[src/rtl/led_stream_mask.sv]
`timescale 1ns/1ps
// Serial LED stream decoder: locks on a sync nibble, parses a frame header and
// gates the LED shift clock onto the payload bits that belong to this module.
module led_stream_mask #(
  parameter int unsigned CH       = 1,
  parameter int unsigned ADDR_W   = 4,
  parameter int unsigned SEG_BITS = 4,
  parameter int unsigned LINES    = 4,
  parameter int unsigned ROW_W    = 6,
  parameter logic [3:0]  SYNC     = 4'hA
) (
  input  logic              i2s_clk,
  input  logic              rst_n,
  input  logic [CH-1:0]     i2s_data,
  input  logic [ADDR_W-1:0] addr_x,
  input  logic [ADDR_W-1:0] addr_y,
  output logic [CH-1:0]     led_data,
  output logic              led_clk,
  output logic              led_lat,
  output logic              led_oe,
  output logic [ROW_W-1:0]  row_num,
  output logic              hdr_err
);

  localparam int unsigned SEG_LINES = SEG_BITS * LINES;
  localparam int unsigned IDX_W     = 2 * ADDR_W + $clog2(SEG_LINES);
  localparam int unsigned LEN_W     = IDX_W + 1;
  localparam int unsigned HDR_W     = 2 * ADDR_W + ROW_W + 1;
  localparam int unsigned HCNT_W    = $clog2(HDR_W);
  localparam int unsigned SEG_W     = (SEG_BITS > 1) ? $clog2(SEG_BITS) : 1;
  localparam int unsigned LINE_W    = (LINES > 1) ? $clog2(LINES) : 1;

  typedef enum logic [1:0] {HUNT, HEADER, PAYLOAD, LATCH} state_t;

  state_t              state, state_nxt;
  logic [3:0]          sync_sr;
  logic [HDR_W-1:0]    hdr;
  logic [HCNT_W-1:0]   hdr_cnt;
  logic [IDX_W-1:0]    idx, idx_last;
  logic [SEG_W-1:0]    seg_cnt;
  logic [ADDR_W-1:0]   col_cnt, yrow_cnt;
  logic [LINE_W-1:0]   line_cnt;
  logic                addressed;
  logic                clk_en;

  logic [3:0]          sync_c;
  logic                sync_hit_c;
  logic [HDR_W-1:0]    hdr_full_c;
  logic [ADDR_W-1:0]   nx_c, ny_c, nx_m1;
  logic [ROW_W-1:0]    row_hdr;
  logic [LEN_W-1:0]    len_c;
  logic                hdr_done_c, par_ok_c, addr_ok_c, frame_end_c, owned_c;
  logic                lat_set_c, err_set_c, blank_c;

  assign led_data = i2s_data;
  assign led_clk  = i2s_clk & clk_en;

  // Header decode works on the word including the bit arriving this cycle.
  assign sync_c      = {sync_sr[2:0], i2s_data[0]};
  assign sync_hit_c  = (sync_c == SYNC);
  assign hdr_full_c  = {hdr[HDR_W-2:0], i2s_data[0]};
  assign nx_c        = hdr_full_c[HDR_W-1 -: ADDR_W];
  assign ny_c        = hdr_full_c[HDR_W-1-ADDR_W -: ADDR_W];
  assign par_ok_c    = (hdr_full_c[0] == ^hdr_full_c[HDR_W-1:1]);
  assign addr_ok_c   = (addr_x <= nx_c) && (addr_y <= ny_c);
  assign hdr_done_c  = (state == HEADER) && (hdr_cnt == HCNT_W'(HDR_W - 1));
  assign len_c       = (LEN_W'(nx_c) + LEN_W'(1)) * (LEN_W'(ny_c) + LEN_W'(1)) * LEN_W'(SEG_LINES);

  assign nx_m1       = hdr[HDR_W-1 -: ADDR_W];
  assign row_hdr     = hdr[ROW_W:1];
  assign frame_end_c = (idx == idx_last);
  assign owned_c     = (state == PAYLOAD) && addressed &&
                       (col_cnt == addr_x) && (yrow_cnt == addr_y);

  always_ff @(posedge i2s_clk or negedge rst_n) begin
    if (!rst_n) state <= HUNT;
    else        state <= state_nxt;
  end

  always_comb begin
    state_nxt = state;
    lat_set_c = 1'b0;
    err_set_c = 1'b0;
    blank_c   = 1'b0;
    case (state)
      HUNT:    if (sync_hit_c) state_nxt = HEADER;
      HEADER: begin
        if (hdr_done_c) begin
          if (!par_ok_c) begin
            state_nxt = HUNT;
            err_set_c = 1'b1;
          end else begin
            state_nxt = PAYLOAD;
            blank_c   = !addr_ok_c;
          end
        end
      end
      PAYLOAD: begin
        if (frame_end_c) begin
          state_nxt = addressed ? LATCH : HUNT;
          lat_set_c = addressed;
        end
      end
      LATCH:   state_nxt = HUNT;
      default: state_nxt = HUNT;
    endcase
  end

  // Datapath: sync/header shifters, payload index and module-position counters.
  always_ff @(posedge i2s_clk or negedge rst_n) begin
    if (!rst_n) begin
      sync_sr   <= '0;
      hdr       <= '0;
      hdr_cnt   <= '0;
      idx       <= '0;
      idx_last  <= '0;
      seg_cnt   <= '0;
      col_cnt   <= '0;
      line_cnt  <= '0;
      yrow_cnt  <= '0;
      addressed <= 1'b0;
      led_lat   <= 1'b0;
      hdr_err   <= 1'b0;
      led_oe    <= 1'b1;
      row_num   <= '0;
    end else begin
      sync_sr <= ((state == HUNT) && !sync_hit_c) ? sync_c : 4'h0;
      led_lat <= lat_set_c;
      hdr_err <= err_set_c;

      if (state == HUNT) hdr_cnt <= '0;
      if (state == HEADER) begin
        hdr     <= hdr_full_c;
        hdr_cnt <= hdr_cnt + HCNT_W'(1);
      end

      if (hdr_done_c) begin
        idx_last  <= IDX_W'(len_c - LEN_W'(1));
        addressed <= addr_ok_c;
        idx       <= '0;
        seg_cnt   <= '0;
        col_cnt   <= '0;
        line_cnt  <= '0;
        yrow_cnt  <= '0;
      end

      // Index order: bit in segment, module column, line, module row.
      if ((state == PAYLOAD) && !frame_end_c) begin
        idx <= idx + IDX_W'(1);
        if (seg_cnt == SEG_W'(SEG_BITS - 1)) begin
          seg_cnt <= '0;
          if (col_cnt == nx_m1) begin
            col_cnt <= '0;
            if (line_cnt == LINE_W'(LINES - 1)) begin
              line_cnt <= '0;
              yrow_cnt <= yrow_cnt + ADDR_W'(1);
            end else begin
              line_cnt <= line_cnt + LINE_W'(1);
            end
          end else begin
            col_cnt <= col_cnt + ADDR_W'(1);
          end
        end else begin
          seg_cnt <= seg_cnt + SEG_W'(1);
        end
      end

      if (lat_set_c) row_num <= row_hdr;

      if (err_set_c || blank_c || lat_set_c) led_oe <= 1'b1;
      else if (state == LATCH)               led_oe <= 1'b0;
    end
  end

  // Clock enable changes only while i2s_clk is low so the gated clock is clean.
  always_ff @(negedge i2s_clk or negedge rst_n) begin
    if (!rst_n) clk_en <= 1'b0;
    else        clk_en <= owned_c;
  end

endmodule

[config.mk]
export PLATFORM = sky130hd
export DESIGN_NAME = led_stream_mask
export DESIGN_NICKNAME = d
export VERILOG_FILES = /design/src/rtl/led_stream_mask.sv
export SDC_FILE = /design/constraint.sdc
export NUM_CORES = 1
export LEC_CHECK = 0
export BUFFER_PORTS_ARGS = -buffer_cell sky130_fd_sc_hd__clkbuf_2
export CAP_MARGIN = 20
export CORE_ASPECT_RATIO = 1.2
export CORE_MARGIN = 1
export CORE_UTILIZATION = 39
export CTS_CLUSTER_DIAMETER = 50
export CTS_CLUSTER_SIZE = 24
export DETAILED_ROUTE_END_ITERATION = 8
export SYNTH_ARGS = -nofsm -noshare
export SYNTH_HDL_FRONTEND = slang
export SYNTH_SLANG_ARGS = --single-unit
[constraint.sdc]
create_clock -name i2s_clk -period 9.25 [get_ports i2s_clk]
set_clock_uncertainty 0.15 [all_clocks]
set_input_delay 0.925 -clock i2s_clk [delete_from_list [all_inputs] [get_ports i2s_clk]]
set_output_delay 0.925 -clock i2s_clk [all_outputs]
set_load 0.05 [all_outputs]
==> results of run 1 <==
## cells by family after synthesis
family / Yosys count / synth area share
and+or+nand+nor: 157 / 0.186
muxes: 13 / 0.0335
xor gates and xnor gates: 48 / 0.107
adders and majority gates: 41 / 0.137
buffers and inverters: 35 / 0.0332
DFF: 68 / 0.407
AOI/OAI and AO/OA: 67 / 0.0968
## final timing paths
path	end	slack, ns	cells after the start
min in group asynchronous	idx[2]$_DFFE_PN0P_	0.61	2
max in group asynchronous	clk_en$_DFF_NN0_	4.19	1
max	led_clk	2.29	2
min	sync_sr[1]$_DFF_PN0_	0.29	1
min reg2reg	sync_sr[1]$_DFF_PN0_	0.29	1
max reg2reg	clk_en$_DFF_NN0_	3.23	4
## metrics by stage
step | setup WS (ns) | util
2_1_floorplan | 2.78 | -
3_3_place_gp | 2.59 | 0.423
3_5_place_dp | 2.59 | 0.423
4_1_cts | 2.25 | 0.465
5_1_grt | 2.25 | 0.468
6_report | 2.29 | 0.468
## cell usage after synthesis, types with 5 or more instances
| master | count |
|---|---|
| nand2_1 | 73 |
| ha_1 | 33 |
| dfrtp_1 | 66 |
| inv_1 | 22 |
| a21oi_1 | 6 |
| and3_1 | 6 |
| and2_1 | 6 |
| o31ai_1 | 8 |
| nor2_1 | 11 |
| mux2_2 | 8 |
| xnor2_1 | 20 |
| nand3_1 | 25 |
| nor4_1 | 5 |
| o21ai_0 | 34 |
| xor2_1 | 26 |
| mux2i_1 | 5 |
| nand4_1 | 7 |
| fa_1 | 8 |
| clkbuf_1 | 9 |
## cell type report
cell class	instances	area, µm²	share of cell area
repair buffers	24	150	0.0307
clock inverters	3	90.1	0.0184
multi-input cells	326	2350	0.480
clock buffers	17	360	0.0736
flip-flops and latches	68	1700	0.348
inverters	22	82.6	0.0169
well taps	129	161	0.0330
## flip-flops by register name, indices dropped and copies added (netlist names), 3 cells and up
signal,count
yrow_cnt,4
idx,12
idx_last,9
hdr,15
row_num,6
sync_sr,3
col_cnt,4
hdr_cnt,4
## power by group through the flow
stage	sequential [W]	clock (W)	combinational, W
CTS	0.000380	0.000487	0.000417
global route	0.000387	0.000498	0.000459
floorplan	0.000365	0.000000000328	0.000322
global placement	0.000384	0.000000000333	0.000405
finish	0.000380	0.000477	0.000412
detailed placement	0.000384	0.000000000333	0.000413
## cell usage in the layout, fill, tap and decap left out, types with 2 or more instances in the layout
master / n
mux2_2: 8
nand3_1: 25
a21o_1: 3
clkbuf_8: 4
nand2b_1: 2
xnor3_1: 2
o21ai_0: 34
or3_4: 2
nor2b_1: 3
clkbuf_2: 20
nor4_1: 5
a31oi_1: 2
xnor2_1: 20
nand4_1: 7
dfrtp_1: 66
fa_1: 8
nor2_2: 2
a21oi_1: 6
o211ai_1: 2
nor2_1: 11
a22o_1: 2
o21a_1: 4
and2b_1: 3
buf_4: 3
nand3b_1: 3
inv_1: 22
and2b_2: 3
and2_1: 6
and3_1: 6
mux2i_1: 5
xor2_1: 26
ha_1: 33
bufinv_16: 3
o31ai_1: 8
clkbuf_16: 12
nand2_1: 73
nor3b_1: 2
## routing by layer
metal,track usage,vias up
met2,0.288,67
met5,0,-
met4,0.0876,0
li1,-,1533
met1,0.205,1452
met3,0.0380,15
==> impl_metrics.json, run 1 <==
{
  "cts_tree": "built",
  "post-place-cells": 569,
  "io_pins": 22,
  "antenna_left": 0,
  "grt_pass1_wl_um": 14800,
  "synth_edf_count": 0,
  "pwr-share-comb": 0.324,
  "p_sw_frac": 0.324,
  "insertion_delay_ns": 0.44,
  "hold_slack_ns": 0.292,
  "ys_ff_latch": 68,
  "routedWlPerCell_um": 15.0,
  "final-hold-violation-count": 0,
  "timing.slew.headroom": 0.368,
  "die_y_um": 116,
  "wl_met2_um": 4360,
  "p_seq_frac": 0.300,
  "synth_area_leaders": "dfrtp_1 (39%), ha_1 (9.9%), nand2_1 (6.5%)",
  "clkTransAtPathRegs_ns": 0.05,
  "rsz0062_at_grt": "false",
  "rows": 41,
  "first_pass_iters": 4,
  "vias": 3067,
  "synth.avg_cell_area_um2": 9.76,
  "path_max_fanout": 1,
  "synth_largest_area_cell": "dfrtp_1",
  "fillers": 1002,
  "ys_seq_area_frac": 0.407,
  "cts_hold_buf": 0,
  "r2r-start": "col_cnt[0]$_DFF_PN0_",
  "path_cells": "and2_1 > clkbuf_2",
  "cts_setup_buffers": 0,
  "fin_total_pwr_w": 0.00127,
  "route.detailed.drc": 0,
  "finalMaxSlewViolations": 0,
  "synth_ff_type": "dfrtp_1",
  "cts-resized-gates": 0,
  "layout-drive-gt1-share": 0.133,
  "grt.overflow.total": 0,
  "start_kind": "register",
  "start_util": 0.400,
  "wl_met3_um": 340,
  "critical_path_class": "reg2out",
  "core_region_area_um2": 10500,
  "place_area_um2": 4420,
  "syn_nets": 481,
  "arrival_ns": 5.89,
  "power.share.clock": 0.376,
  "place.gp.congestion": 0.773,
  "worstMarginPinSlew_ns": 0.939,
  "p_leak_nw": 2.54,
  "yosysWarningCount": 0,
  "drtIter0Drc": 162,
  "fin_setup_tns_ns": 0,
  "hold_class": "reg2reg",
  "routed.top_layer": "met4",
  "finalNonFillerCells": 589,
  "synth-async-reset-ratio": 1.00,
  "cap_violations": 0,
  "power_switching_w": 0.000412,
  "crit_path_max_incr_delay_ns": 0.37,
  "hp-start": "sync_sr[2]$_DFF_PN0_",
  "required_ns": 8.18,
  "setup_viol": 0,
  "port_buffers": 21,
  "synthesis.area_um2": 4190,
  "viasPerCell": 5.21,
  "synth.distinct_cells": 47,
  "antenna_found_initial": 0,
  "grt_use_total": 0.170,
  "yosysTopAreaCellShare": 0.394,
  "crit_family": "flip-flops",
  "diodes": 0,
  "grt_max_degree": 68,
  "cp-startpoint": "clk_en$_DFF_NN0_",
  "die_area_um2": 11200,
  "place_hpwl_um": 6500,
  "status": "complete, no violations",
  "fin_area_um2": 4890,
  "end_kind": "primary output",
  "cpMaxStageDelayCell": "dfrtn_1",
  "powerDensity_nw_per_um2": 259,
  "nets": 507,
  "vdd_drop_max_mv": 0.157,
  "crit_buf_inv": 1,
  "syn-instance-count": 429,
  "syn_to_final_growth_pct": 16.8,
  "m1WireLength_um": 3920,
  "fp.dieW_um": 96.6,
  "drt-total-wl_um": 8830,
  "power.internal_w": 0.000857,
  "grt_pass1_vias": 3042
}
No activity file was read; power rests on OpenSTA's default activity.
==> run 2: changes to the inputs <==
- clock period: 9.25 -> 6.9 ns (I/O delays scaled with it)
==> impl_metrics.json, run 2 (synthesis gave the netlist of run 1 again) <==
{
  "status": "complete, no violations",
  "syn_to_final_growth_pct": 14.4,
  "largest_reg_flops": 15,
  "io_pins": 22,
  "fin_setup_tns_ns": 0,
  "arrival_ns": 4.71,
  "route.detailed.drc": 0,
  "critical_path_class": "reg2out",
  "drt-total-wl_um": 8630,
  "cts_tree": "built",
  "worstMarginPinSlew_ns": 0.898,
  "fp.dieW_um": 96.6,
  "cts_hold_buf": 0,
  "vdd_drop_max_mv": 0.196,
  "holdPathStages": 1,
  "timing.slew.headroom": 0.396,
  "first_pass_iters": 4,
  "r2r-start": "col_cnt[0]$_DFF_PN0_",
  "grt.overflow.total": 0,
  "core_region_area_um2": 10500,
  "antenna_left": 0,
  "path_max_fanout": 1,
  "vias": 3096,
  "grt_pass1_vias": 3075,
  "finalMaxSlewViolations": 0,
  "die_area_um2": 11200,
  "required_ns": 6.06,
  "routedWlPerCell_um": 14.7,
  "cts-resized-gates": 0,
  "fin_total_pwr_w": 0.00156,
  "grt_pass1_wl_um": 14600,
  "nets": 507,
  "layout-drive-gt1-share": 0.133,
  "final-hold-violation-count": 0,
  "place_hpwl_um": 6360,
  "port_buffers": 21,
  "start_util": 0.400,
  "place.gp.congestion": 0.804,
  "setup_viol": 0,
  "die_y_um": 116,
  "r2r_cells": 4,
  "rrSetupSlack_ns": 2.03,
  "drtIter0Drc": 145,
  "viasPerCell": 5.26,
  "grt_max_degree": 68,
  "cts_setup_buffers": 0,
  "min_to": "sync_sr[1]$_DFF_PN0_",
  "grt_use_total": 0.168,
  "start_kind": "register",
  "reg_top3": "hdr: 15 flops, idx: 12 flops, idx_last: 9 flops",
  "fin_area_um2": 4790,
  "end_kind": "primary output",
  "diodes": 0,
  "cap_violations": 0,
  "place_area_um2": 4430,
  "clkTransAtPathRegs_ns": 0.06,
  "top_register": "hdr",
  "final_cell_mix": "nand2_1 (73), dfrtp_1 (66), o21ai_0 (34)",
  "insertion_delay_ns": 0.45,
  "hp-start": "sync_sr[2]$_DFF_PN0_",
  "powerDensity_nw_per_um2": 326,
  "hold_class": "reg2reg",
  "antenna_found_initial": 0,
  "rows": 41,
  "layout_commonest_cell": "nand2_1",
  "rsz0062_at_grt": "false",
  "p_leak_nw": 2.48,
  "regToRegEndpoint": "clk_en$_DFF_NN0_"
}
==> run 2: worst max path at each step <==
stage                          start               end  slack (ns)  cells after the start
floorplan           clk_en$_DFF_NN0_           led_clk        1.84                      1
global placement           addr_y[3]  clk_en$_DFF_NN0_        1.68                      5
detailed placement         addr_y[3]  clk_en$_DFF_NN0_        1.66                      5
CTS                 clk_en$_DFF_NN0_           led_clk        1.31                      2
global route        clk_en$_DFF_NN0_           led_clk        1.32                      2
finish              clk_en$_DFF_NN0_           led_clk        1.35                      2
==> run 2: worst max-delay path, stage by stage, from the launching register on <==
cell and delay [ns]:
dfrtn_1 0.37, and2_1 0.14, clkbuf_2 0.28
==> run 2: per-stage QoR <==
| stage | worst slack [ns] | util | std cells | hold WS (ns) |
|---|---|---|---|---|
| after floorplan | 1.84 | - | 429 | 0.244 |
| after global placement | 1.68 | 0.423 | 570 | 0.287 |
| after detailed placement | 1.66 | 0.423 | 570 | 0.289 |
| after CTS | 1.31 | 0.458 | 589 | 0.304 |
| after global routing | 1.32 | 0.458 | 589 | 0.331 |
| final | 1.35 | 0.458 | 589 | 0.296 |
==> run 2: power by group <==
part / internal, W / switching (W) / total [W]
registers: 0.000444 / 0.0000637 / 0.000507
logic: 0.000239 / 0.000300 / 0.000539
clock network: 0.000329 / 0.000187 / 0.000515
total: 0.00101 / 0.000551 / 0.00156
==> run 2: per-layer routing <==
metal	GRT usage	vias to the layer above	wire length, µm
li1	-	1536	-
met1	0.197	1498	3830
met4	0.0776	0	139
met3	0.0332	14	216
met2	0.299	48	4440
met5	0	-	0
==> run 2: final cells by class <==
type	count	area [µm²]
clock buffer	14	319
clock inverter	6	48.8
fill	1026	5670
inverter	22	82.6
multi-input combinational	326	2350
sequential	68	1700
tap	129	161
timing repair buffer	24	130
==> run 3: changes to the inputs <==
- clock period: 6.9 -> 5.7 ns (I/O delays scaled with it)
==> impl_metrics.json, run 3 (synthesis gave the netlist of run 1 again) <==
{
  "status": "complete, no violations",
  "place_hpwl_um": 6250,
  "reg_top3": "hdr: 15 flops, idx: 12 flops, idx_last: 9 flops",
  "first_pass_iters": 4,
  "wl_met2_um": 4280,
  "routedWlPerCell_um": 14.6,
  "port_buffers": 21,
  "r2r-start": "hdr[6]$_DFFE_PN0P_",
  "powerDensity_nw_per_um2": 426,
  "path_max_fanout": 1,
  "antenna_found_initial": 0,
  "viasPerCell": 5.21,
  "m1WireLength_um": 3870,
  "grt.overflow.total": 0,
  "nets": 508,
  "final_cell_mix": "nand2_1 (73), dfrtp_1 (66), o21ai_0 (34)",
  "required_ns": 4.98,
  "grt_use_total": 0.170,
  "clkTransAtPathRegs_ns": 0.05,
  "final-hold-violation-count": 0,
  "start_kind": "register",
  "p_leak_nw": 2.54,
  "timing.slew.headroom": 0.431,
  "worstMarginPinSlew_ns": 0.853,
  "wl_met3_um": 202,
  "finalMaxSlewViolations": 0,
  "top_register": "hdr",
  "core_region_area_um2": 10500,
  "arrival_ns": 4.14,
  "cts_tree": "built",
  "syn_to_final_growth_pct": 17.0,
  "rrSetupSlack_ns": 1.04,
  "rsz0062_at_grt": "false",
  "fin_setup_tns_ns": 0,
  "cap_violations": 0,
  "fp.dieW_um": 96.6,
  "layout_commonest_cell": "nand2_1",
  "cts_setup_buffers": 0,
  "hold_slack_ns": 0.240,
  "rows": 41,
  "setup_viol": 0,
  "setup_slack_ns": 0.844,
  "drtIter0Drc": 127,
  "cts-resized-gates": 0,
  "grt_pass1_vias": 3079,
  "r2r_cells": 13,
  "die_y_um": 116,
  "route.detailed.drc": 0,
  "grt_max_degree": 68,
  "place.gp.congestion": 0.838,
  "critical_path_class": "reg2out",
  "place_ws_ns": 1.04,
  "layout-drive-gt1-share": 0.134,
  "largest_reg_flops": 15,
  "io_pins": 22,
  "die_area_um2": 11200,
  "cts_hold_buf": 0,
  "routed.top_layer": "met4",
  "vdd_drop_max_mv": 0.304,
  "insertion_delay_ns": 0.45,
  "end_kind": "primary output",
  "regToRegEndpoint": "idx_last[11]$_DFFE_PN0P_",
  "start_util": 0.400,
  "grt_pass1_wl_um": 14800,
  "hold_class": "in2async",
  "drt-total-wl_um": 8610,
  "antenna_left": 0,
  "vias": 3071,
  "diodes": 0
}
run 3: per-layer routing:
| layer | global-route usage | vias up |
|---|---|---|
| met4 | 0.105 | 0 |
| li1 | - | 1525 |
| met2 | 0.291 | 52 |
| met5 | 0 | - |
| met1 | 0.203 | 1475 |
| met3 | 0.0253 | 19 |
run 3: layout make-up:
class	instances	area, µm²
clock inverter	7	163
timing repair buffer	25	138
sequential	68	1700
clock buffer	13	305
multi-input combinational	326	2350
tap	129	161
fill	988	5570
inverter	22	82.6
run 3: worst max-delay path by stage:
stage | to | cells after the start | slack (ns) | start
2_1_floorplan | idx_last[11]$_DFFE_PN0P_ | 13 | 1.35 | hdr[6]$_DFFE_PN0P_
3_3_place_gp | idx_last[11]$_DFFE_PN0P_ | 13 | 1.18 | hdr[6]$_DFFE_PN0P_
3_5_place_dp | idx_last[11]$_DFFE_PN0P_ | 13 | 1.04 | hdr[6]$_DFFE_PN0P_
4_1_cts | led_clk | 2 | 0.82 | clk_en$_DFF_NN0_
5_1_grt | idx_last[11]$_DFFE_PN0P_ | 13 | 0.81 | hdr[6]$_DFFE_PN0P_
6_report | led_clk | 2 | 0.84 | clk_en$_DFF_NN0_
run 3: metrics by stage:
stage	total power [W]	area (µm²)	util	instances
global placement	0.00127	4440	0.424	571
detailed placement	0.00128	4440	0.424	571
floorplan	0.00111	4190	-	429
finish	0.00209	4900	0.468	590
global route	0.00223	4900	0.468	590
CTS	0.00212	4900	0.468	590
run 3: critical path, stage by stage, from the launching register on:
cell and delay (ns):
dfrtn_1 0.38, and2_1 0.15, clkbuf_2 0.28
run 3: power by group:
group | internal (W) | total (W) | leakage (nW) | switching [W]
clock network | 0.000604 | 0.000828 | 0.230 | 0.000224
logic | 0.000296 | 0.000650 | 1.39 | 0.000354
registers | 0.000537 | 0.000611 | 0.924 | 0.0000741
